File: src/rtl/mem_lsu_pkg.sv
// Shared types and constants for the MEM-stage load/store unit.
package mem_lsu_pkg;

  localparam int unsigned RegW     = 32;
  localparam int unsigned AluOpW   = 8;
  localparam int unsigned StallW   = 6;
  localparam int unsigned SelW     = 4;
  localparam int unsigned RegAddrW = 5;

  localparam logic NoStop       = 1'b0;
  localparam logic WriteDisable = 1'b0;

  localparam logic [AluOpW-1:0] AluLb  = 8'b1110_0000;
  localparam logic [AluOpW-1:0] AluLbu = 8'b1110_0100;
  localparam logic [AluOpW-1:0] AluLh  = 8'b1110_0001;
  localparam logic [AluOpW-1:0] AluLhu = 8'b1110_0101;
  localparam logic [AluOpW-1:0] AluLw  = 8'b1110_0011;
  localparam logic [AluOpW-1:0] AluSb  = 8'b1110_1000;
  localparam logic [AluOpW-1:0] AluSh  = 8'b1110_1001;
  localparam logic [AluOpW-1:0] AluSw  = 8'b1110_1011;

  typedef enum logic [1:0] {
    LsuIdle = 2'd0,
    LsuReq  = 2'd1,
    LsuDone = 2'd2
  } lsu_state_e;

  typedef struct packed {
    logic            req;
    logic            we;
    logic [RegW-1:0] addr;
    logic [SelW-1:0] sel;
    logic [RegW-1:0] wdata;
  } bus_pkt_t;

  function automatic logic is_load(input logic [AluOpW-1:0] op);
    return (op == AluLb) || (op == AluLbu) || (op == AluLh) ||
           (op == AluLhu) || (op == AluLw);
  endfunction

  function automatic logic is_store(input logic [AluOpW-1:0] op);
    return (op == AluSb) || (op == AluSh) || (op == AluSw);
  endfunction

  // Half accesses need addr[0]==0, word accesses need addr[1:0]==0.
  function automatic logic is_misaligned(input logic [AluOpW-1:0] op, input logic [1:0] a);
    return (((op == AluLh) || (op == AluLhu) || (op == AluSh)) && a[0]) ||
           (((op == AluLw) || (op == AluSw)) && (a != 2'b00));
  endfunction

endpackage

File: src/rtl/mem_lsu_lane_align.sv
// Big-endian byte-lane steering: store lanes/data and load extraction/extension.
module mem_lane_align
  import mem_lsu_pkg::*;
(
  input  logic [AluOpW-1:0] aluop_i,
  input  logic [1:0]        addr_i,
  input  logic [RegW-1:0]   reg2_i,
  input  logic [RegW-1:0]   rdata_i,
  output logic [SelW-1:0]   sel_o,
  output logic [RegW-1:0]   wdata_o,
  output logic [RegW-1:0]   ldata_o
);

  logic [7:0]  lbyte;
  logic [15:0] lhalf;

  always_comb begin
    lbyte = rdata_i[31:24];
    case (addr_i)
      2'd0: lbyte = rdata_i[31:24];
      2'd1: lbyte = rdata_i[23:16];
      2'd2: lbyte = rdata_i[15:8];
      2'd3: lbyte = rdata_i[7:0];
      default: lbyte = rdata_i[31:24];
    endcase
    lhalf = addr_i[1] ? rdata_i[15:0] : rdata_i[31:16];
  end

  always_comb begin
    sel_o   = '0;
    wdata_o = '0;
    ldata_o = '0;
    case (aluop_i)
      AluLb:  begin sel_o = 4'hF; ldata_o = {{24{lbyte[7]}}, lbyte}; end
      AluLbu: begin sel_o = 4'hF; ldata_o = {24'h0, lbyte}; end
      AluLh:  begin sel_o = 4'hF; ldata_o = {{16{lhalf[15]}}, lhalf}; end
      AluLhu: begin sel_o = 4'hF; ldata_o = {16'h0, lhalf}; end
      AluLw:  begin sel_o = 4'hF; ldata_o = rdata_i; end
      AluSb: begin
        sel_o   = 4'b1000 >> addr_i;
        wdata_o = {4{reg2_i[7:0]}};
      end
      AluSh: begin
        sel_o   = addr_i[1] ? 4'b0011 : 4'b1100;
        wdata_o = {2{reg2_i[15:0]}};
      end
      AluSw: begin
        sel_o   = 4'hF;
        wdata_o = reg2_i;
      end
      default: ;
    endcase
  end

endmodule

File: src/rtl/mem_lsu.sv
// MEM stage: single-outstanding req/ack bus access with pipeline stall and timeout.
// Optional MEM_ALIGN_CHECK_EN adds misaligned-access suppression and a misalign flag.
module mem_lsu
  import mem_lsu_pkg::*;
#(
  parameter int unsigned TIMEOUT = 255
) (
  input  logic                clk,
  input  logic                rst,
  input  logic [StallW-1:0]   stall,
  input  logic [AluOpW-1:0]   mem_aluop,
  input  logic [RegW-1:0]     mem_addr,
  input  logic [RegW-1:0]     mem_reg2,
  input  logic [RegAddrW-1:0] mem_wd,
  input  logic                mem_wreg,
  input  logic [RegW-1:0]     mem_wdata,
  input  logic [RegW-1:0]     mem_hi,
  input  logic [RegW-1:0]     mem_lo,
  input  logic                mem_whilo,
  output logic [RegAddrW-1:0] wb_wd,
  output logic                wb_wreg,
  output logic [RegW-1:0]     wb_wdata,
  output logic [RegW-1:0]     wb_hi,
  output logic [RegW-1:0]     wb_lo,
  output logic                wb_whilo,
  output logic                stallreq,
  output logic                bus_req,
  output logic                bus_we,
  output logic [RegW-1:0]     bus_addr,
  output logic [SelW-1:0]     bus_sel,
  output logic [RegW-1:0]     bus_wdata,
  input  logic [RegW-1:0]     bus_rdata,
  input  logic                bus_ack,
`ifdef MEM_ALIGN_CHECK_EN
  output logic                misalign,
`endif
  output logic                bus_err
);

  localparam int unsigned CntW = (TIMEOUT > 1) ? $clog2(TIMEOUT) : 1;

  lsu_state_e      state_q, state_d;
  bus_pkt_t        bus_q, bus_d;
  logic [RegW-1:0] rdata_q, rdata_d;
  logic [CntW-1:0] cnt_q, cnt_d;
  logic            err_q, err_d;
`ifdef MEM_ALIGN_CHECK_EN
  logic            mis_q, mis_d;
`endif

  logic            ld_op, st_op, mem_op, misaligned;
  logic [SelW-1:0] al_sel;
  logic [RegW-1:0] al_wdata, al_ldata;
  logic            unused_stall;

  assign ld_op        = is_load(mem_aluop);
  assign st_op        = is_store(mem_aluop);
  assign mem_op       = ld_op | st_op;
  assign unused_stall = ^{stall[StallW-1:5], stall[3:0]};
`ifdef MEM_ALIGN_CHECK_EN
  assign misaligned   = mem_op & is_misaligned(mem_aluop, mem_addr[1:0]);
`else
  assign misaligned   = 1'b0;
`endif

  // Extraction runs off the captured read word; EX/MEM is held stable while stalled.
  mem_lane_align u_align (
    .aluop_i (mem_aluop),
    .addr_i  (mem_addr[1:0]),
    .reg2_i  (mem_reg2),
    .rdata_i (rdata_q),
    .sel_o   (al_sel),
    .wdata_o (al_wdata),
    .ldata_o (al_ldata)
  );

  always_ff @(posedge clk or negedge rst) begin
    if (!rst) begin
      state_q <= LsuIdle;
      bus_q   <= '0;
      rdata_q <= '0;
      cnt_q   <= '0;
      err_q   <= 1'b0;
`ifdef MEM_ALIGN_CHECK_EN
      mis_q   <= 1'b0;
`endif
    end else begin
      state_q <= state_d;
      bus_q   <= bus_d;
      rdata_q <= rdata_d;
      cnt_q   <= cnt_d;
      err_q   <= err_d;
`ifdef MEM_ALIGN_CHECK_EN
      mis_q   <= mis_d;
`endif
    end
  end

  always_comb begin
    state_d  = state_q;
    bus_d    = bus_q;
    rdata_d  = rdata_q;
    cnt_d    = cnt_q;
    err_d    = 1'b0;
    stallreq = 1'b0;
`ifdef MEM_ALIGN_CHECK_EN
    mis_d    = mis_q;
`endif
    case (state_q)
      LsuIdle: begin
        if (mem_op) begin
          stallreq = 1'b1;
          cnt_d    = '0;
          if (misaligned) begin
            state_d = LsuDone;
            rdata_d = '0;
`ifdef MEM_ALIGN_CHECK_EN
            mis_d   = 1'b1;
`endif
          end else begin
            state_d     = LsuReq;
            bus_d.req   = 1'b1;
            bus_d.we    = st_op;
            bus_d.addr  = {mem_addr[RegW-1:2], 2'b00};
            bus_d.sel   = al_sel;
            bus_d.wdata = al_wdata;
          end
        end
      end
      LsuReq: begin
        stallreq = 1'b1;
        // Ack takes priority over an abort on the same edge.
        if (bus_ack) begin
          state_d = LsuDone;
          rdata_d = bus_rdata;
          bus_d   = '0;
        end else if (cnt_q == CntW'(TIMEOUT - 1)) begin
          state_d = LsuDone;
          rdata_d = '0;
          err_d   = 1'b1;
          bus_d   = '0;
        end else begin
          cnt_d = cnt_q + CntW'(1);
        end
      end
      LsuDone: begin
        if (stall[4] == NoStop) begin
          state_d = LsuIdle;
`ifdef MEM_ALIGN_CHECK_EN
          mis_d   = 1'b0;
`endif
        end
      end
      default: state_d = LsuIdle;
    endcase
  end

  always_comb begin
    wb_wd    = mem_wd;
    wb_wreg  = mem_wreg;
    wb_wdata = mem_wdata;
    wb_hi    = mem_hi;
    wb_lo    = mem_lo;
    wb_whilo = mem_whilo;
    if (ld_op) wb_wdata = al_ldata;
    if (st_op || misaligned) wb_wreg = WriteDisable;
  end

  assign bus_req   = bus_q.req;
  assign bus_we    = bus_q.we;
  assign bus_addr  = bus_q.addr;
  assign bus_sel   = bus_q.sel;
  assign bus_wdata = bus_q.wdata;
  assign bus_err   = err_q;
`ifdef MEM_ALIGN_CHECK_EN
  assign misalign  = mis_q;
`endif

endmodule
File: config.mk
export PLATFORM = sky130hd
export DESIGN_NAME = mem_lsu
export DESIGN_NICKNAME = d
export VERILOG_FILES = /design/src/rtl/mem_lsu_pkg.sv /design/src/rtl/mem_lsu_lane_align.sv /design/src/rtl/mem_lsu.sv
export SDC_FILE = /design/constraint.sdc
export NUM_CORES = 1
export LEC_CHECK = 0
export ABC_AREA = 1
export ABC_CLOCK_PERIOD_IN_PS = 2500
export BUFFER_PORTS_ARGS = -buffer_cell sky130_fd_sc_hd__buf_2
export CORE_AREA = 2 2 151 153
export CTS_CLUSTER_SIZE = 10
export DETAILED_ROUTE_END_ITERATION = 8
export DIE_AREA = 0 0 153 155
export HOLD_SLACK_MARGIN = 0.08
export PLACE_DENSITY = 0.68
export SETUP_SLACK_MARGIN = 0.5
export SLEW_MARGIN = 10
export SYNTH_ARGS = -nofsm -noshare
export SYNTH_HDL_FRONTEND = slang
export SYNTH_SLANG_ARGS = --single-unit
File: constraint.sdc
create_clock -name clk -period 2.5 [get_ports clk]
set_input_delay 0.375 -clock clk [delete_from_list [all_inputs] [get_ports clk]]
set_output_delay 0.375 -clock clk [all_outputs]
set_load 0.005 [all_outputs]
==> metrics.sh, run 1 <==
NETS=1328
GRT_USAGE_PCT=17.8
FIN_AREA_UM2=8400
DIE-AREA_UM2=23700
CTS.REPORTEDPATHS.CLKPINSLEW_NS=0.09
PLACE.PORT_BUFFERS=243
CELL_CHAIN_OF_THE_CRITICAL_PATH='buf_6 -> inv_4 -> nand2_2 -> nor2_4 -> buf_12 -> nand4_1 -> nor2_4 -> clkinv_4 -> buf_12 -> nand4_1 -> buf_2'
ROUTED_VIA_DENSITY=4.70
H-TREE-DEPTH=3
FINAL-SEQ-AREA_UM2=2780
YOSYS.CELL_TYPES.COUNT=39
FIRST_PASS_DETAILED_ROUTE_ITERATION_TOTAL=4
REPORT.FINAL.SETUP_VIOL=0
TIMING.SETUP.CRITICAL_PATH_CLASS='primary input to primary output'
CLOCK-SINKS=111
DIE_W_UM=153
YOSYS.AREA_SHARE.SIMPLE_PCT=38.5
AREA_GROWTH_FROM_SYNTHESIS_TO_LAYOUT_PCT=27.5
WORSTHOLDENDPOINT='bus_addr[11]'
FINAL.SETUP.TNS_NS=0
SYNTH_ASYNC_SR_FLOP_SHARE_PCT=100
YOSYS.AREA_SHARE.XOR_XNOR_PCT=0.266
DIEHEIGHT_UM=155
TIMING.CRITICAL_PATH.FROM_TYPE='primary input'
GRT_MAX_DEGREE=69
CTS_BUFFERS=9
CLOCKROOTBUFFER='sky130_fd_sc_hd__clkbuf_16'
MULTIINPUTGATEAREA_UM2=3030
SYN-CELL-AREA_UM2=6590
ANT_NETS=0
DR.FIRST_ITER.DRC_COUNT=372
SYNTHDOMINANTCELLAREASHARE_PCT=42.1
CLOCK_SKEW_NS=0.0155
ANTENNA_CELLS=0
FLOORPLAN.IO_PINS=391
POST-SYNTH-TOP-COUNT-CELL='sky130_fd_sc_hd__nand2_1'
DRV_SLEW=0
TIMING.SLEW.HEADROOM_PCT=61.6
CRIT_SLOWEST_CELL='sky130_fd_sc_hd__nor2_4'
FMAX_MHz=483
NETLIST_INSTANCES=922
MOST_FREQUENT_CELLS_AFTER_SYNTHESIS='sky130_fd_sc_hd__nand2_1 (444), sky130_fd_sc_hd__dfrtp_1 (111), sky130_fd_sc_hd__nand3_1 (74)'
FINALWIRELENGTH_UM=21600
WORST_PIN_SLEW_NS=0.576
CTSLONGESTPATHBUFFERS=2
WORST_R2R_ENDPOINT='bus_addr[9]'
POST_DP_CELL_AREA_UM2=7650
RESULT_OF_THE_RUN='completed'
DRC=0
MOST_AREA_CONSUMING_CELLS_AFTER_SYNTHESIS='sky130_fd_sc_hd__dfrtp_1 (42%), sky130_fd_sc_hd__nand2_1 (25%), sky130_fd_sc_hd__buf_4 (8.2%), sky130_fd_sc_hd__nand3_1 (5.6%), sky130_fd_sc_hd__nand4_1 (2.3%)'
ROUTABILITYCONGESTION=0.879
SYNTH-MAIN-FF-CELL='sky130_fd_sc_hd__dfrtp_1'
TIMING.CRITICAL_PATH.ARRIVAL_NS=1.69
MIN_PATH_TYPE='primary input to register'
SYNTH-COMPOUND-AREA-SHARE_PCT=4.90
GRT_FIRST_PASS_WIRELENGTH_UM=33500
FINAL_LAYOUT_SIZE_SUFFIX_GT1_SHARE_PCT=31.7
LAYOUT_MIN_CYCLE_TIME_NS=2.07
MIN_PATH_CELLS=3
YS_WARN_COUNT=0
WL_PER_CELL_UM=15.5
YOSYSSEQAREASHARE_PCT=42.1
VDD_IR_DROP_MAX_uV=244
SYNTHMUXAREASHARE_PCT=0
POWER-PER-CELL-AREA_nW_PER_UM2=594
FRACTION_OF_THE_CORE_AREA_COVERED_BY_CELLS_AT_THE_END_OF_THE_FLOW_PCT=37.8
CORE_UM2=22200
PLACE.DETAILED.HPWL_UM=16100
GLOBALROUTEOVERFLOWTOTAL=0
FF2FF_SETUP_SLACK_NS=0.66
FILL_CELL_COUNT=2372
VIA_COUNT=6586
SETUP_REPAIR_AFTER_GLOBAL_ROUTING_MISSED_ITS_MARGIN='yes'
HOLD_VIOL=0
SYNTH.FF_LATCH_COUNT=111
LARGEST_FAMILY_OF_LOGIC_CELLS_BY_SYNTHESIZED_AREA='simple AND/OR/NAND/NOR gates'
SYNTH_AREA_LEADER_CELL='sky130_fd_sc_hd__dfrtp_1'
NUMBER_OF_GLOBAL_ROUTE_VIAS_BEFORE_REPAIR=6140
NUMBER_OF_ANTENNA_VIOLATIONS_AT_THE_FIRST_CHECK_IN_GLOBAL_ROUTING=0
INITIAL_CORE_UTIL_PCT=29.7
CLOCK_INSERTION_DELAY_WORST_SKEW_NS=0.37
TOTAL_LEAKAGE_POWER_nW=4.85
POST_SYNTHESIS_SHARE_OF_CELL_AREA_SPENT_ON_FULL_ADDERS_HALF_ADDERS_AND_MAJORITY_GATES_PCT=0.380
SYNTH-EDFF-COUNT=0
TIMING.RR.START='cnt_q[0]'
TIMING.FINAL.CRIT_SHARE_PCT=82.8
DATA_REQUIRED_TIME_AT_THE_WORST_ENDPOINT_NS=2.12
CP-END-KIND='primary output'
PLACEMENT_ROWS=55
POSTSYNTHAREAPERCELL_UM2=7.15
MAXCAPVIOLCOUNT=0
CRITPATHMAXFANOUT=6
CRITICAL_PATH.MAX_STAGE_DELAY_NS=0.20
REG2REG_DEPTH=8
WORST_HOLD_PATH_STARTPOINT='mem_addr[11]'
CLOCK_TREE_FROM_TRITONCTS='built'
placed cells by master, fill, tap and decap left out, types with 3 or more instances in the layout:
master,n
sky130_fd_sc_hd__a22oi_1,3
sky130_fd_sc_hd__nand3_1,71
sky130_fd_sc_hd__a21oi_1,8
sky130_fd_sc_hd__nand2_4,3
sky130_fd_sc_hd__inv_2,4
sky130_fd_sc_hd__o21a_1,4
sky130_fd_sc_hd__inv_1,24
sky130_fd_sc_hd__inv_6,3
sky130_fd_sc_hd__nand3_2,4
sky130_fd_sc_hd__nor2_1,27
sky130_fd_sc_hd__o22ai_1,4
sky130_fd_sc_hd__o211ai_1,5
sky130_fd_sc_hd__clkbuf_16,11
sky130_fd_sc_hd__o21ai_1,3
sky130_fd_sc_hd__nand4_1,24
sky130_fd_sc_hd__nand2_1,437
sky130_fd_sc_hd__inv_4,3
sky130_fd_sc_hd__nor3_1,5
sky130_fd_sc_hd__nor2_4,8
sky130_fd_sc_hd__buf_4,32
sky130_fd_sc_hd__o21ai_0,20
sky130_fd_sc_hd__dfrtp_1,110
sky130_fd_sc_hd__buf_12,8
sky130_fd_sc_hd__nand2_2,10
sky130_fd_sc_hd__nor3b_1,3
sky130_fd_sc_hd__buf_6,4
sky130_fd_sc_hd__buf_2,237
metal layers:
metal | track usage [%] | part of all wire, % | vias up
li1 | - | - | 3229
met1 | 22.4 | 42 | 3023
met2 | 30.7 | 49 | 310
met3 | 3.90 | 6.9 | 24
met4 | 5.07 | 1.8 | 0
met5 | 0 | 0 | -
final cells by class:
| class | count | share of cell area (%) |
|---|---|---|
| clock buffer | 9 | 2.68 |
| multi-input combinational | 663 | 36.0 |
| sequential | 111 | 33.1 |
| clock inverter | 7 | 1.06 |
| tap | 285 | 4.24 |
| inverter | 36 | 1.91 |
| timing repair buffer | 289 | 21.0 |
critical path, delay by kind of cell:
kind / cells / cell delay, ns
buf+inv: 6 / 0.69
simple gates: 5 / 0.63
per-stage QoR:
step / hold WS [ns] / total power, mW / setup WS [ns] / instances
finish: 0.198 / 4.99 / 0.431 / 1400
floorplan: 0.0794 / 2.96 / 0.685 / 923
detailed placement: 0.405 / 3.42 / 0.172 / 1362
CTS: 0.182 / 5.02 / 0.406 / 1392
global placement: 0.406 / 3.39 / 0.190 / 1362
global route: 0.185 / 5.31 / 0.343 / 1400
power by group:
group | internal, mW | switching, mW
registers | 2.12 | 0.280
clock network | 0.736 | 0.802
logic | 0.476 | 0.581
total | 3.33 | 1.66
logic make-up (layout without fill, tap and decap cells):
group,Yosys count,in the layout
DFF,111,111
and+or+nand+nor,603,603
buffers and inverters,149,341
other,1,2
AOI/OAI and AO/OA,54,54
adders and majority gates,2,2
xor gates and xnor gates,2,2
state kept, by name (all words and copies together), names as in the netlist:
signal and count:
bus_sel 4, bus_addr 30, bus_err 1, bus_we 1, bus_wdata 32, rdata_q 32, bus_req 1, state_q 2
cnt_q 8
worst max-delay path by stage:
stage / cells after the start / to / slack, ns / from
2_1_floorplan: 10 / wb_wdata[7] / 0.69 / mem_aluop[0]
4_1_cts: 9 / wb_wdata[27] / 0.41 / rdata_q[7]
3_3_place_gp: 10 / wb_wdata[27] / 0.19 / mem_aluop[4]
5_1_grt: 9 / wb_wdata[27] / 0.34 / rdata_q[7]
6_report: 11 / wb_wdata[27] / 0.43 / mem_aluop[4]
3_5_place_dp: 10 / wb_wdata[27] / 0.17 / mem_aluop[4]
repair_timing:
action | 4_1_cts | 5_1_grt
setup buffers | 12 | 6
hold endpoints to repair | 38 | 0
cloned | 1 | 2
setup endpoints to repair | 74 | 34
pin swaps | 6 | 8
hold buffers | 1 | 0
resized for setup | 38 | 18
No activity file was read; power rests on OpenSTA's default activity.
==> run 2: changes to the inputs <==
--- a/config.mk
+++ b/config.mk
@@ -6,14 +6,14 @@
 export NUM_CORES = 1
 export LEC_CHECK = 0
 export ABC_AREA = 1
-export ABC_CLOCK_PERIOD_IN_PS = 2500
+export ABC_CLOCK_PERIOD_IN_PS = 1900
 export BUFFER_PORTS_ARGS = -buffer_cell sky130_fd_sc_hd__buf_2
 export CORE_AREA = 2 2 151 153
 export CTS_CLUSTER_SIZE = 10
 export DETAILED_ROUTE_END_ITERATION = 8
 export DIE_AREA = 0 0 153 155
 export HOLD_SLACK_MARGIN = 0.08
-export PLACE_DENSITY = 0.68
+export PLACE_DENSITY = 0.7
 export SETUP_SLACK_MARGIN = 0.5
 export SLEW_MARGIN = 10
 export SYNTH_ARGS = -nofsm -noshare
==> constraint.sdc (replaced) <==
create_clock -name clk -period 1.9 [get_ports clk]
set_input_delay 0.285 -clock clk [delete_from_list [all_inputs] [get_ports clk]]
set_output_delay 0.285 -clock clk [all_outputs]
set_load 0.005 [all_outputs]
==> run 2 against run 1 <==
Net effect:
- the flow now finishes with violations (negative setup slack)
- non-clock buffer count is 98 higher
- sequential share of layout area down 7.0 points
- hold slack worse by 0.092 ns
- count of clock-buffer cells in the layout stayed put
- critical path type is now register to primary output
- critical endpoint is now wb_wdata[17]
==> metrics.sh, run 2 (synthesis gave the netlist of run 1 again) <==
WORST_HOLD_PATH_STARTPOINT='mem_addr[24]'
GRT_FIRST_PASS_WIRELENGTH_UM=38800  # +16%
CP-END-KIND='primary output'
HOLD_VIOL=0  # unchanged
POWER-PER-CELL-AREA_nW_PER_UM2=733  # +23%
MAXCAPVIOLCOUNT=0  # unchanged
FF2FF_SETUP_SLACK_NS=0.13  # -0.53 ns
FILL_CELL_COUNT=2047  # -14%
DRV_SLEW=0  # unchanged
CORE_UM2=22200  # unchanged
WORSTHOLDENDPOINT='bus_addr[24]'
TIMING.RR.START='cnt_q[0]'
FINALWIRELENGTH_UM=26400  # +22%
MIN_PATH_CELLS=3  # unchanged
MIN_PATH_TYPE='primary input to register'
FLOORPLAN.IO_PINS=391  # unchanged
CLOCKROOTBUFFER='sky130_fd_sc_hd__clkbuf_16'
TIMING.FINAL.CRIT_SHARE_PCT=106
DIEHEIGHT_UM=155  # unchanged
LAYOUT_MIN_CYCLE_TIME_NS=2.01
TIMING.SETUP.CRITICAL_PATH_CLASS='register to primary output'
REPORT.FINAL.SETUP_VIOL=24  # +24
LAYOUT.CELLS.NON_FILLER=1502  # +7.3%
DR.FIRST_ITER.DRC_COUNT=617  # +66%
NETS=1429  # +7.6%
TOTAL_LEAKAGE_POWER_nW=5.80  # +19%
SETUP_REPAIR_AFTER_GLOBAL_ROUTING_MISSED_ITS_MARGIN='yes'
CTSLONGESTPATHBUFFERS=2  # unchanged
REG2REG_DEPTH=9  # +1
AREA_GROWTH_FROM_SYNTHESIS_TO_LAYOUT_PCT=62.1
TIMING.CRITICAL_PATH.ARRIVAL_NS=1.72  # +0.03 ns
ROUTABILITYCONGESTION=0.884  # +0.57%
CTS.REPORTEDPATHS.CLKPINSLEW_NS=0.10  # about the same
FIN_AREA_UM2=10700  # +27%
NUMBER_OF_GLOBAL_ROUTE_VIAS_BEFORE_REPAIR=7066  # +15%
FMAX_MHz=498
TIMING.CRITICAL_PATH.FROM='rdata_q[7]'
CLOCK_TREE_FROM_TRITONCTS='built'
GRT_MAX_DEGREE=41  # -41%
CRITPATHMAXFANOUT=11  # +5
FIRST_PASS_DETAILED_ROUTE_ITERATION_TOTAL=5  # +1
CLOCK-SINKS=111  # unchanged
CLOCK_SKEW_NS=0.0213  # +0.00573 ns
NUMBER_OF_ANTENNA_VIOLATIONS_AT_THE_FIRST_CHECK_IN_GLOBAL_ROUTING=1  # +1
GLOBALROUTEOVERFLOWTOTAL=0  # unchanged
FAILED_CHECKS='negative setup slack'
INITIAL_CORE_UTIL_PCT=29.7  # unchanged
FINALWORSTSETUPSLACK_NS=-0.108  # -0.539 ns
VIA_COUNT=7447  # +13%
TIMING.CRITICAL_PATH.FROM_TYPE='register'
DRC=0  # unchanged
DIE_W_UM=153  # unchanged
DIE-AREA_UM2=23700  # unchanged
FINAL_LAYOUT_SIZE_SUFFIX_GT1_SHARE_PCT=53.5  # +22 points
POST_DP_CELL_AREA_UM2=8040  # +5.1%
PLACE.PORT_BUFFERS=243  # unchanged
NUMPLACEDINSTANCES=1393  # +2.3%
WORST_R2R_ENDPOINT='rdata_q[26]'
FINAL-SEQ-AREA_UM2=2780  # about the same
MOST_COMMON_LIBRARY_CELL_IN_THE_LAYOUT_IGNORING_FILL_AND_TAPS='sky130_fd_sc_hd__nand2_1'
ANT_NETS=0  # unchanged
CTS_BUFFERS=9  # unchanged
FINAL_CELL_MIX='sky130_fd_sc_hd__nand2_1 (262), sky130_fd_sc_hd__buf_2 (235), sky130_fd_sc_hd__dfrtp_1 (108)'
DATA_REQUIRED_TIME_AT_THE_WORST_ENDPOINT_NS=1.62  # -0.50 ns
CLOCK_INSERTION_DELAY_WORST_SKEW_NS=0.37  # about the same
ROUTED_VIA_DENSITY=4.96  # +5.4%
PLACEMENT_ROWS=55  # unchanged
RESULT_OF_THE_RUN='complete, but fails checks'
GRT_USAGE_PCT=20.8  # +3.0 points
WL_PER_CELL_UM=17.6  # +14%
PLACE.DETAILED.HPWL_UM=16800  # +4.3%
VDD_IR_DROP_MAX_uV=374  # +53%
H-TREE-DEPTH=3  # unchanged
MULTIINPUTGATEAREA_UM2=4000  # +32%
==> run 2: changes by cell type in the layout (fill, tap and decap cells not counted), moves of 6 or more <==
cell,previous run,this run
sky130_fd_sc_hd__nand2_1,437,262
sky130_fd_sc_hd__buf_16,1,14
sky130_fd_sc_hd__nand3_1,71,65
sky130_fd_sc_hd__buf_4,32,85
sky130_fd_sc_hd__nand2_4,3,79
sky130_fd_sc_hd__nand2_2,10,107
sky130_fd_sc_hd__o21ai_0,20,13
sky130_fd_sc_hd__o21ai_1,3,9
sky130_fd_sc_hd__buf_12,8,22
sky130_fd_sc_hd__buf_6,4,23
==> run 2: per-stage QoR <==
step / worst slack, ns / util (%) / power, mW / TNS [ns] / hold WS, ns
floorplan: 0.421 / - / 3.92 / 0 / -0.0106
global placement: 0.0118 / 36.2 / 4.56 / 0 / 0.229
detailed placement: -0.00655 / 36.2 / 4.61 / -0.0100 / 0.228
CTS: -0.0745 / 44.5 / 7.39 / -1.44 / 0.0910
global route: -0.204 / 48.1 / 8.19 / -4.24 / 0.103
finish: -0.108 / 48.1 / 7.84 / -2.17 / 0.106
==> run 2: metal layers <==
layer / share of wire (%) / vias to the layer above / GRT usage, %
met5: 0 / - / 0
met2: 47 / 403 / 33.5
met3: 7.7 / 68 / 4.82
li1: - / 3448 / -
met1: 41 / 3528 / 27.4
met4: 3.4 / 0 / 7.72
==> run 2: power breakdown <==
part	switching (mW)	internal, mW	total, mW
Clock	1.06	0.957	2.02
Sequential	0.470	2.79	3.26
Combinational	1.25	1.31	2.56
Total	2.78	5.05	7.84
==> run 2: what timing repair did <==
item                       4_1_cts  5_1_grt
pin swaps                       71       37
cloned                          18        2
resized for setup              220      153
hold buffers                     1        0
buffers inserted                56       15
setup endpoints to repair      144      144
hold endpoints to repair        22        0
==> run 2: worst max-delay path, stage by stage, from the launching register on <==
cell and delay, ns:
sky130_fd_sc_hd__dfrtp_1 0.41, sky130_fd_sc_hd__nand2_1 0.06, sky130_fd_sc_hd__a21boi_2 0.16, sky130_fd_sc_hd__nand2_1 0.08
sky130_fd_sc_hd__nand2_2 0.09, sky130_fd_sc_hd__nor2_4 0.04, sky130_fd_sc_hd__buf_12 0.14, sky130_fd_sc_hd__inv_6 0.09
sky130_fd_sc_hd__nand4_1 0.12, sky130_fd_sc_hd__buf_2 0.15
==> run 2: area by class of cell <==
| cell class | count | share of cell area (%) |
|---|---|---|
| antenna | 1 | 0.0234 |
| clock buffer | 9 | 2.11 |
| clock inverter | 7 | 0.855 |
| inverter | 36 | 1.64 |
| multi-input combinational | 664 | 37.5 |
| sequential | 111 | 26.0 |
| tap | 285 | 3.34 |
| timing repair buffer | 387 | 28.4 |
| timing repair inverter | 2 | 0.141 |
==> run 2: worst max path at each step <==
| stage | endpoint | slack (ns) | depth (start not counted) |
|---|---|---|---|
| 6_report | wb_wdata[17] | -0.11 | 9 |
| 3_3_place_gp | wb_wdata[7] | 0.01 | 10 |
| 3_5_place_dp | wb_wdata[17] | -0.007 | 9 |
| 4_1_cts | wb_wdata[15] | -0.07 | 9 |
| 5_1_grt | wb_wdata[10] | -0.20 | 9 |
| 2_1_floorplan | wb_wdata[7] | 0.42 | 8 |
==> run 3: changes to the inputs <==
==> constraint.sdc (replaced) <==
create_clock -name clk -period 1.9 [get_ports clk]
set_input_delay 0.19 -clock clk [delete_from_list [all_inputs] [get_ports clk]]
set_output_delay 0.19 -clock clk [all_outputs]
set_load 0.005 [all_outputs]
==> run 3 against run 2 <==
Net effect:
- the run still ends with negative setup slack left
- clock power is 2% lower
- power is 1.2% lower
- combinational power hardly changed
- worst setup slack better by 0.082 ns
- sequential power hardly changed
- hold slack worse by 0.014 ns
- critical path type is now primary input to primary output
- utilization is 0.73 points higher
==> metrics.sh, run 3 (synthesis gave the netlist of run 1 again) <==
DRV_SLEW=0  # unchanged
REPORT.FINAL.SETUP_VIOL=8  # -67%
TIMING.CRITICAL_PATH.FROM='mem_addr[0]'
GLOBALROUTEOVERFLOWTOTAL=0  # unchanged
NUMBER_OF_ANTENNA_VIOLATIONS_AT_THE_FIRST_CHECK_IN_GLOBAL_ROUTING=1  # unchanged
PLACE.PORT_BUFFERS=243  # unchanged
CLOCKROOTBUFFER='sky130_fd_sc_hd__clkbuf_16'
DR.FIRST_ITER.DRC_COUNT=544  # -12%
NETS=1463  # +2.4%
VDD_IR_DROP_MAX_uV=425  # +14%
PLACEMENT_ROWS=55  # unchanged
VIA_COUNT=7646  # +2.7%
TIMING.RR.START='cnt_q[0]'
CORE_UM2=22200  # unchanged
GRT-BUSIEST-LAYER='met2'
TIMING.SLEW.HEADROOM_PCT=62.6
FINALWIRELENGTH_UM=26700  # +1.4%
CLOCK_TREE_FROM_TRITONCTS='built'
INITIAL_CORE_UTIL_PCT=29.7  # unchanged
FINAL.SETUP.TNS_NS=-0.0937  # +2.08 ns
DIE_W_UM=153  # unchanged
MULTIINPUTGATEAREA_UM2=3950  # -1.4%
POWER-PER-CELL-AREA_nW_PER_UM2=714  # -2.7%
CP-END-KIND='primary output'
FINALWORSTSETUPSLACK_NS=-0.0265  # +0.0819 ns
TIMING.CRITICAL_PATH.FROM_TYPE='primary input'
GRT_FIRST_PASS_WIRELENGTH_UM=39100  # +0.58%
FINAL_CELL_MIX='sky130_fd_sc_hd__nand2_1 (271), sky130_fd_sc_hd__buf_2 (237), sky130_fd_sc_hd__nand2_2 (104)'
H-TREE-DEPTH=3  # unchanged
GRT_MAX_DEGREE=37  # -9.8%
POST-LAYOUT-TOTAL-POWER_mW=7.74  # -1.2%
TIMING.SETUP.CRITICAL_PATH_CLASS='primary input to primary output'
TIMING.CRITICAL_PATH.ARRIVAL_NS=1.74  # +0.02 ns
WORST_HOLD_PATH_STARTPOINT='bus_rdata[1]'
LAYOUT_MIN_CYCLE_TIME_NS=1.93  # -0.0819 ns
FMAX_MHz=519  # +4.3%
DIE-AREA_UM2=23700  # unchanged
TIMING.FINAL.CRIT_SHARE_PCT=101  # -4.3 points
NUMBER_OF_GLOBAL_ROUTE_VIAS_BEFORE_REPAIR=7302  # +3.3%
CTS.REPORTEDPATHS.CLKPINSLEW_NS=0.08  # -0.02 ns
CTSLONGESTPATHBUFFERS=2  # unchanged
MAXCAPVIOLCOUNT=0  # unchanged
WORST_PIN_SLEW_NS=0.561
FRACTION_OF_THE_CORE_AREA_COVERED_BY_CELLS_AT_THE_END_OF_THE_FLOW_PCT=48.8  # +0.73 points
GRT_UTIL_MET3_PCT=4.37  # -0.45 points
CRITPATHMAXFANOUT=7  # -4
GRT_USE_MET2_PCT=36.5  # +2.9 points
CLOCK_SKEW_NS=0.0127  # -0.00859 ns
ANT_NETS=0  # unchanged
CLOCK_INSERTION_DELAY_WORST_SKEW_NS=0.36  # about the same
ROUTABILITYCONGESTION=0.900  # +1.8%
PLACE.DETAILED.HPWL_UM=15800  # -5.6%
DATA_REQUIRED_TIME_AT_THE_WORST_ENDPOINT_NS=1.71  # +0.09 ns
AREA_GROWTH_FROM_SYNTHESIS_TO_LAYOUT_PCT=64.6
FILL_CELL_COUNT=2025  # -1.1%
FINAL-SEQ-AREA_UM2=2790  # +0.22%
MOST_COMMON_LIBRARY_CELL_IN_THE_LAYOUT_IGNORING_FILL_AND_TAPS='sky130_fd_sc_hd__nand2_1'
SETUP_REPAIR_AFTER_GLOBAL_ROUTING_MISSED_ITS_MARGIN='yes'
MIN_PATH_TYPE='primary input to register'
CTS_BUFFERS=9  # unchanged
DIEHEIGHT_UM=155  # unchanged
FINAL_LAYOUT_SIZE_SUFFIX_GT1_SHARE_PCT=49.7  # -3.9 points
WL_PER_CELL_UM=17.4  # -0.88%
ROUTED_VIA_DENSITY=4.98  # +0.40%
TOTAL_LEAKAGE_POWER_nW=5.85  # +1.0%
FIN_HOLD_WS_NS=0.0921  # -0.0140 ns
RESULT_OF_THE_RUN='complete, but fails checks'
FIRST_PASS_DETAILED_ROUTE_ITERATION_TOTAL=5  # unchanged
FAILED_CHECKS='negative setup slack'
FLOORPLAN.IO_PINS=391  # unchanged
CLOCK-SINKS=111  # unchanged
USE_MET1_PCT=25.6  # -1.8 points
HOLD_VIOL=0  # unchanged
DRC=0  # unchanged
GRT_USAGE_PCT=20.7  # -0.082 points
==> run 3: changes by cell type in the layout (fill, tap and decap cells not counted), sizes merged <==
cell / previous run / this run
inv: 38 / 39
nand2: 452 / 451
clkinvlp: 2 / 0
dlygate4sd3: 1 / 62
clkinv: 5 / 3
clkbuf: 11 / 15
buf: 384 / 357
==> run 3: final timing paths <==
path | end | depth (start not counted) | slack, ns
max in group asynchronous | bus_addr[26] | 3 | 0.95
worst min register to register | bus_addr[8] | 2 | 0.48
worst max register to register | bus_addr[31] | 11 | 0.17
worst min-delay path | rdata_q[1] | 3 | 0.09
min in group asynchronous | bus_wdata[20] | 2 | 0.35
worst max-delay path | wb_wdata[28] | 11 | -0.03
==> run 3: repair_timing <==
action,4_1_cts,5_1_grt
hold buffers,62,0
cloned,12,5
gates resized for setup,191,161
pin swaps,92,93
buffers inserted,47,13
setup endpoints to repair,143,144
hold endpoints to repair,93,0
==> run 3: per-stage QoR <==
| step | setup slack (ns) | cell area, µm² | std cells |
|---|---|---|---|
| final | -0.0265 | 10800 | 1536 |
| after global routing | -0.0841 | 10800 | 1536 |
| after CTS | -0.00546 | 10000 | 1517 |
| after detailed placement | 0.00569 | 7840 | 1380 |
| after global placement | 0.0442 | 7840 | 1380 |
| after floorplan | 0.496 | 6640 | 923 |
==> run 3: layer usage <==
| metal | part of all wire, % | vias up |
|---|---|---|
| li1 | - | 3513 |
| met4 | 3.5 | 0 |
| met5 | 0 | - |
| met3 | 7.4 | 90 |
| met2 | 51 | 432 |
| met1 | 38 | 3611 |
==> run 3: critical path, cell delays in order <==
cell and delay [ns]:
sky130_fd_sc_hd__buf_2 0.16, sky130_fd_sc_hd__inv_1 0.25, sky130_fd_sc_hd__nand2_1 0.21, sky130_fd_sc_hd__o22ai_1 0.20, sky130_fd_sc_hd__inv_1 0.07, sky130_fd_sc_hd__nand2_2 0.09
sky130_fd_sc_hd__nor2_4 0.06, sky130_fd_sc_hd__inv_4 0.11, sky130_fd_sc_hd__buf_12 0.13, sky130_fd_sc_hd__nand4_1 0.10, sky130_fd_sc_hd__buf_2 0.16
==> run 3: power by group <==
group | total (mW) | switching, mW | internal [mW]
combinational | 2.53 | 1.23 | 1.29
clock | 1.97 | 0.995 | 0.979
sequential | 3.24 | 0.445 | 2.80
total | 7.74 | 2.67 | 5.07
==> run 3: cell type report <==
cell class              instances  area share, %
inverters                      36           1.43
clock buffers                  10           2.20
multi-input cells             663           36.4
clock inverters                 6          0.646
well taps                     285           3.29
repair buffers                424           30.3
diodes                          1         0.0231
flip-flops and latches        111           25.7
